--- config.mk ---
export PLATFORM = sky130hd
export DESIGN_NAME = tri_op_sequencer
export DESIGN_NICKNAME = d
export VERILOG_FILES = /design/src/rtl/tri_op_pkg.sv /design/src/rtl/tri_op_sequencer_op_unit.sv /design/src/rtl/tri_op_sequencer.sv
export SDC_FILE = /design/constraint.sdc
export NUM_CORES = 1
export LEC_CHECK = 0
export ABC_AREA = 1
export BUFFER_PORTS_ARGS = -buffer_cell sky130_fd_sc_hd__buf_2
export CAP_MARGIN = 10
export CORE_MARGIN = 2
export CORE_UTILIZATION = 57
export DETAILED_ROUTE_END_ITERATION = 8
export GPL_TIMING_DRIVEN = 0
export HOLD_SLACK_MARGIN = 0.06
export PLACE_DENSITY = 0.79
export SETUP_SLACK_MARGIN = 0.3
export SYNTH_ARGS = -nofsm -noshare
export SYNTH_HDL_FRONTEND = slang
export SYNTH_HIERARCHICAL = 1
export SYNTH_SLANG_ARGS = --single-unit
export TNS_END_PERCENT = 1
--- constraint.sdc ---
create_clock -name clk -period 6.46 [get_ports clk]
set_input_delay 0 -clock clk [delete_from_list [all_inputs] [get_ports clk]]
set_output_delay 0 -clock clk [all_outputs]
set_load 0.02 [all_outputs]
--- src/rtl/tri_op_pkg.sv ---
// ---------------------------------------------------------------------------
// tri_op_pkg
// Shared definitions for the three-operand reduction sequencer:
//   - operation encodings for the shared operator unit
//   - sequencer FSM state type
//   - default datapath width
// ---------------------------------------------------------------------------
package tri_op_pkg;

    localparam int WIDTH_DEFAULT = 8;

    localparam logic [1:0] OP_SUM = 2'd0;
    localparam logic [1:0] OP_MAX = 2'd1;
    localparam logic [1:0] OP_MIN = 2'd2;
    localparam logic [1:0] OP_XOR = 2'd3;

    typedef enum logic [1:0] {
        ST_IDLE    = 2'd0,
        ST_PASS_AB = 2'd1,
        ST_PASS_C  = 2'd2,
        ST_OUT     = 2'd3
    } state_e;

endpackage

--- src/rtl/tri_op_sequencer_op_unit.sv ---
// ---------------------------------------------------------------------------
// op_unit
// Registered two-operand operator shared by both reduction passes.
// One cycle latency; q/carry_q only update while en=1, so they hold the
// last result otherwise.
// Ports:
//   clk, rst      clock, asynchronous active-high reset
//   en            update q/carry_q this cycle
//   x, y          operands
//   op            operation (OP_SUM/OP_MAX/OP_MIN/OP_XOR)
//   q             registered result
//   carry_q       registered carry-out (SUM only, 0 for other ops)
// ---------------------------------------------------------------------------
module op_unit
    import tri_op_pkg::*;
#(
    parameter int WIDTH = WIDTH_DEFAULT
) (
    input  logic             clk,
    input  logic             rst,
    input  logic             en,
    input  logic [WIDTH-1:0] x,
    input  logic [WIDTH-1:0] y,
    input  logic [1:0]       op,
    output logic [WIDTH-1:0] q,
    output logic             carry_q
);

    logic [WIDTH:0]   sum;
    logic [WIDTH-1:0] res_d;
    logic             carry_d;

    always_comb begin
        sum     = {1'b0, x} + {1'b0, y};
        res_d   = '0;
        carry_d = 1'b0;
        case (op)
            OP_SUM: begin
                res_d   = sum[WIDTH-1:0];
                carry_d = sum[WIDTH];
            end
            OP_MAX:  res_d = (x >= y) ? x : y;
            OP_MIN:  res_d = (x <= y) ? x : y;
            default: res_d = x ^ y;
        endcase
    end

    always_ff @(posedge clk or posedge rst) begin
        if (rst) begin
            q       <= '0;
            carry_q <= 1'b0;
        end else if (en) begin
            q       <= res_d;
            carry_q <= carry_d;
        end
    end

endmodule

--- src/rtl/tri_op_sequencer.sv ---
// ---------------------------------------------------------------------------
// tri_op_sequencer
// Computes d = a op b op c by running one shared op_unit twice:
// first (a op b), then (result op c). Valid/ready on both sides.
//
// state    | meaning
// ---------+------------------------------------------------------------
// IDLE     | in_ready=1, capture a/b/c/op on in_valid
// PASS_AB  | unit computes a_q op b_q
// PASS_C   | unit computes unit_q op c_q, pass-1 carry folded into acc
// OUT      | out_valid=1, hold d/ovf until out_ready
//
// Ports:
//   clk, rst             clock, asynchronous active-high reset
//   in_valid, in_ready   operand handshake
//   a, b, c, op          operands and operation
//   out_valid, out_ready result handshake
//   d, ovf               result, SUM overflow flag
//   busy                 high whenever not IDLE
// ---------------------------------------------------------------------------
module tri_op_sequencer
    import tri_op_pkg::*;
#(
    parameter int WIDTH = WIDTH_DEFAULT
) (
    input  logic             clk,
    input  logic             rst,
    input  logic             in_valid,
    output logic             in_ready,
    input  logic [WIDTH-1:0] a,
    input  logic [WIDTH-1:0] b,
    input  logic [WIDTH-1:0] c,
    input  logic [1:0]       op,
    output logic             out_valid,
    input  logic             out_ready,
    output logic [WIDTH-1:0] d,
    output logic             ovf,
    output logic             busy
);

    state_e           state_q, state_d;
    logic [WIDTH-1:0] a_q, a_d;
    logic [WIDTH-1:0] b_q, b_d;
    logic [WIDTH-1:0] c_q, c_d;
    logic [1:0]       op_q, op_d;
    logic             ovf_acc_q, ovf_acc_d;

    logic             unit_en;
    logic [WIDTH-1:0] unit_x;
    logic [WIDTH-1:0] unit_y;
    logic [WIDTH-1:0] unit_q;
    logic             unit_carry_q;

    op_unit #(.WIDTH(WIDTH)) u_op_unit (
        .clk     (clk),
        .rst     (rst),
        .en      (unit_en),
        .x       (unit_x),
        .y       (unit_y),
        .op      (op_q),
        .q       (unit_q),
        .carry_q (unit_carry_q)
    );

    always_ff @(posedge clk or posedge rst) begin
        if (rst) begin
            state_q   <= ST_IDLE;
            a_q       <= '0;
            b_q       <= '0;
            c_q       <= '0;
            op_q      <= OP_SUM;
            ovf_acc_q <= 1'b0;
        end else begin
            state_q   <= state_d;
            a_q       <= a_d;
            b_q       <= b_d;
            c_q       <= c_d;
            op_q      <= op_d;
            ovf_acc_q <= ovf_acc_d;
        end
    end

    always_comb begin
        state_d   = state_q;
        a_d       = a_q;
        b_d       = b_q;
        c_d       = c_q;
        op_d      = op_q;
        ovf_acc_d = ovf_acc_q;
        unit_en   = 1'b0;
        unit_x    = a_q;
        unit_y    = b_q;

        case (state_q)
            ST_IDLE: begin
                if (in_valid) begin
                    a_d       = a;
                    b_d       = b;
                    c_d       = c;
                    op_d      = op;
                    ovf_acc_d = 1'b0;
                    state_d   = ST_PASS_AB;
                end
            end
            ST_PASS_AB: begin
                unit_en = 1'b1;
                state_d = ST_PASS_C;
            end
            ST_PASS_C: begin
                unit_en   = 1'b1;
                unit_x    = unit_q;
                unit_y    = c_q;
                // unit_carry_q holds the pass-1 carry during this cycle
                ovf_acc_d = ovf_acc_q | unit_carry_q;
                state_d   = ST_OUT;
            end
            ST_OUT: begin
                if (out_ready) begin
                    state_d = ST_IDLE;
                end
            end
            default: state_d = ST_IDLE;
        endcase
    end

    // in_ready is forced low during reset, not just after it.
    assign in_ready  = (state_q == ST_IDLE) && !rst;
    assign out_valid = (state_q == ST_OUT);
    assign busy      = (state_q != ST_IDLE);
    assign d         = out_valid ? unit_q : '0;
    // Pass-2 carry sits in the unit register, frozen while in OUT (en=0).
    assign ovf       = out_valid && (op_q == OP_SUM) && (ovf_acc_q | unit_carry_q);

endmodule

==> results_dict.tcl <==
set metrics [dict create \
    status "finished, final reports clean" \
    regArea_um2 950.9 \
    n_antenna_cell 0 \
    multi_input_area_mm2 0.001677 \
    syn_area_mm2 0.003002 \
    synthTopCellsByArea "dfrtp_1 (32%), nand2_1 (18%), nand3_1 (9.5%)" \
    fin_crit_ps 3320 \
    dp_hpwl_um 5665 \
    clkSlewWorstSetupHoldPaths_ps 80 \
    ys.flop_type "dfrtp_1" \
    cp_slowest_cell "dfrtp_1" \
    setup_viol 0 \
    grt_overflow_total 0 \
    syn_area_per_cell_um2 6.964 \
    via_per_inst 5.388 \
    synth_top_area_frac 0.3168 \
    yosysMostFrequentCell "nand2_1" \
    grt_pass1_wl_um 13570 \
    slew_headroom 0.5429 \
    grt_max_degree 30 \
    finalWirelength_um 8547 \
    skew_ps 10.02 \
    worst_skew_pair.late_latency_ps 300 \
    crit_fanout 10 \
    start_util 0.5877 \
    cts_buffers 5 \
    core_mm2 0.005107 \
    synth_edf_count 0 \
    num-fill-cells 421 \
    die_h_um 76.57 \
    design_area_mm2 0.003742 \
    dieArea_mm2 0.005862 \
    h-tree-depth 2 \
    drtIter0Drc 262 \
    via_count 3141 \
    io_buffer_count 40 \
    grt_pass1_vias 2941 \
    required_ps 6650 \
    post-place-ws_ps 3264 \
    worstPathCellList "inv_1, ha_1, buf_2, buf_4, nand2_1, o21ai_0, inv_1, ha_1, nand2_1, a21oi_1, nor2_4, nand3_2, o211ai_1, nand3b_1, nand2_1, inv_1" \
    place_area_mm2 0.003289 \
    rsz0062_at_grt "false" \
    worstHoldPathType "in -> reg" \
    drc 0 \
    maxCapViolCount 0 \
    synthCells 431 \
    area_growth_pct 24.68 \
    ys_ff_latch 38 \
    grtUsageTotal 0.2909 \
    tritoncts "yes" \
    boundaryPins 42 \
    place_congestion 0.8921 \
    setup_tns_ps 0 \
    crit_arrival_ps 3510 \
    syn-num-nets 483 \
    worst_setup_path_end_kind "register" \
    wl_per_cell_um 14.66 \
    worstMarginPinSlew_ps 683.1 \
    fin_crit_sh 0.5139 \
    rows 26 \
    yosysUniqueCellTypes 32 \
    criticalPathCategory "reg -> reg" \
    yosysSeqAreaShare 0.3168 \
    drt_pass1_iterations 7 \
    synth-async-reset-ratio 1.000 \
    slew_viol_final 0 \
    drive_gt1_frac 0.1735 \
    finalHoldViolCount 0 \
    die_x_um 76.57 \
    critPathLaunchType "register" \
    clock.fmax_mhz 301.2 \
    grt_antenna_before_repair 0 \
    yosysTopAreaCell "dfrtp_1" \
    cts_root_buf "clkbuf_8" \
    layout_setup_ws_ps 3140 \
    yosys-top-cells-count "nand2_1 (145), inv_1 (65), nand3_1 (57)" \
    final_nets 564 \
    yosys_warnings 6 \
    cts.sinks 38 \
    crit_path_max_incr_delay_ps 420 \
    clock_path_buffers 2 \
    antenna_left 0 \
]
## final cells by class
type                       instances  share of cell area
multi-input combinational        312              0.4480
sequential                        38              0.2541
timing repair buffer              74              0.1491
inverter                          67             0.06720
buffer                            14             0.03277
tap                               70             0.02340
clock buffer                       6             0.02207
clock inverter                     2            0.003343
## path summary, 6_finish.rpt
check / startpoint / end / slack [ps] / depth (start not counted)
worst max-delay path: state_q[0] / u_op_unit/q[0] / 3140 / 16
worst min-delay path: in_valid / ovf_acc_q / 70 / 4
worst max register to register: state_q[0] / u_op_unit/q[0] / 3140 / 16
worst min register to register: c_q[0] / c_q[0] / 480 / 2
max in group asynchronous: rst / b_q[5] / 5760 / 4
min in group asynchronous: rst / a_q[3] / 260 / 3
## layout by cell type (no fill, tap or decap), types with 2 or more instances in the layout
cell type      Yosys  final
buf_4              2      2
nand3_1           57     57
nand4_1           13     13
buf_6              6      6
o21ai_0           18     18
nand2_4            4      4
dlygate4sd3_1      0     33
a21oi_2           10     10
nand3b_1           3      3
dfrtp_1           38     38
a21oi_1            7      7
inv_2              2      2
nor2_1            16     16
buf_2              4     44
clkbuf_8           0      6
inv_1             65     65
nand2_1          145    145
nor2_2             5      5
ha_1              21     21
## critical path: cells and delay by family, from the launching register on
family	cells	cell delay, ps
adder cells (fa/ha/maj)	2	570
AO/OA/AOI/OAI	3	510
flip-flops	1	420
buffers and inverters	5	730
AND/OR/NAND/NOR	6	950
## kinds of logic after synthesis
| group | after synthesis | synth area share |
|---|---|---|
| AND/OR/NAND/NOR | 250 | 0.3814 |
| buffers and inverters | 81 | 0.1246 |
| adder cells (fa/ha/maj) | 22 | 0.09421 |
| flip-flops | 38 | 0.3168 |
| AO/OA/AOI/OAI | 40 | 0.08295 |
## sequential cells by signal (all words and copies together) (netlist names)
| name | flops |
|---|---|
| a_q | 8 |
| b_q | 8 |
| c_q | 8 |
| op_q | 2 |
| ovf_acc_q | 1 |
| state_q | 2 |
| u_op_unit/carry_q | 1 |
| u_op_unit/q | 8 |
## metal layers
| layer | wire, um | part of all wire | global-route usage | vias to the layer above |
|---|---|---|---|---|
| li1 | - | - | - | 1531 |
| met1 | 3572 | 0.42 | 0.3675 | 1451 |
| met2 | 4335 | 0.51 | 0.5292 | 140 |
| met3 | 463 | 0.054 | 0.03318 | 19 |
| met4 | 176 | 0.021 | 0.07273 | 0 |
| met5 | 0 | 0 | 0 | - |
## stage by stage
| step | cells | utilization | hold WS [ps] |
|---|---|---|---|
| after floorplan | 431 | - | -172.1 |
| after global placement | 541 | 0.6440 | -2.946 |
| after detailed placement | 541 | 0.6440 | 7.924 |
| after CTS | 582 | 0.7273 | 69.45 |
| after global routing | 583 | 0.7327 | 114.7 |
| final | 583 | 0.7327 | 70.16 |
## timing repair
action / CTS / global route
hold endpoints to repair: 64 / 0
gates resized for setup: 0 / 0
buffers inserted: 0 / 0
hold buffers: 33 / 0
Power is left out: the tool's default activity adds up to more than one toggle a clock period on the data nets, which glitch-free logic cannot reach.
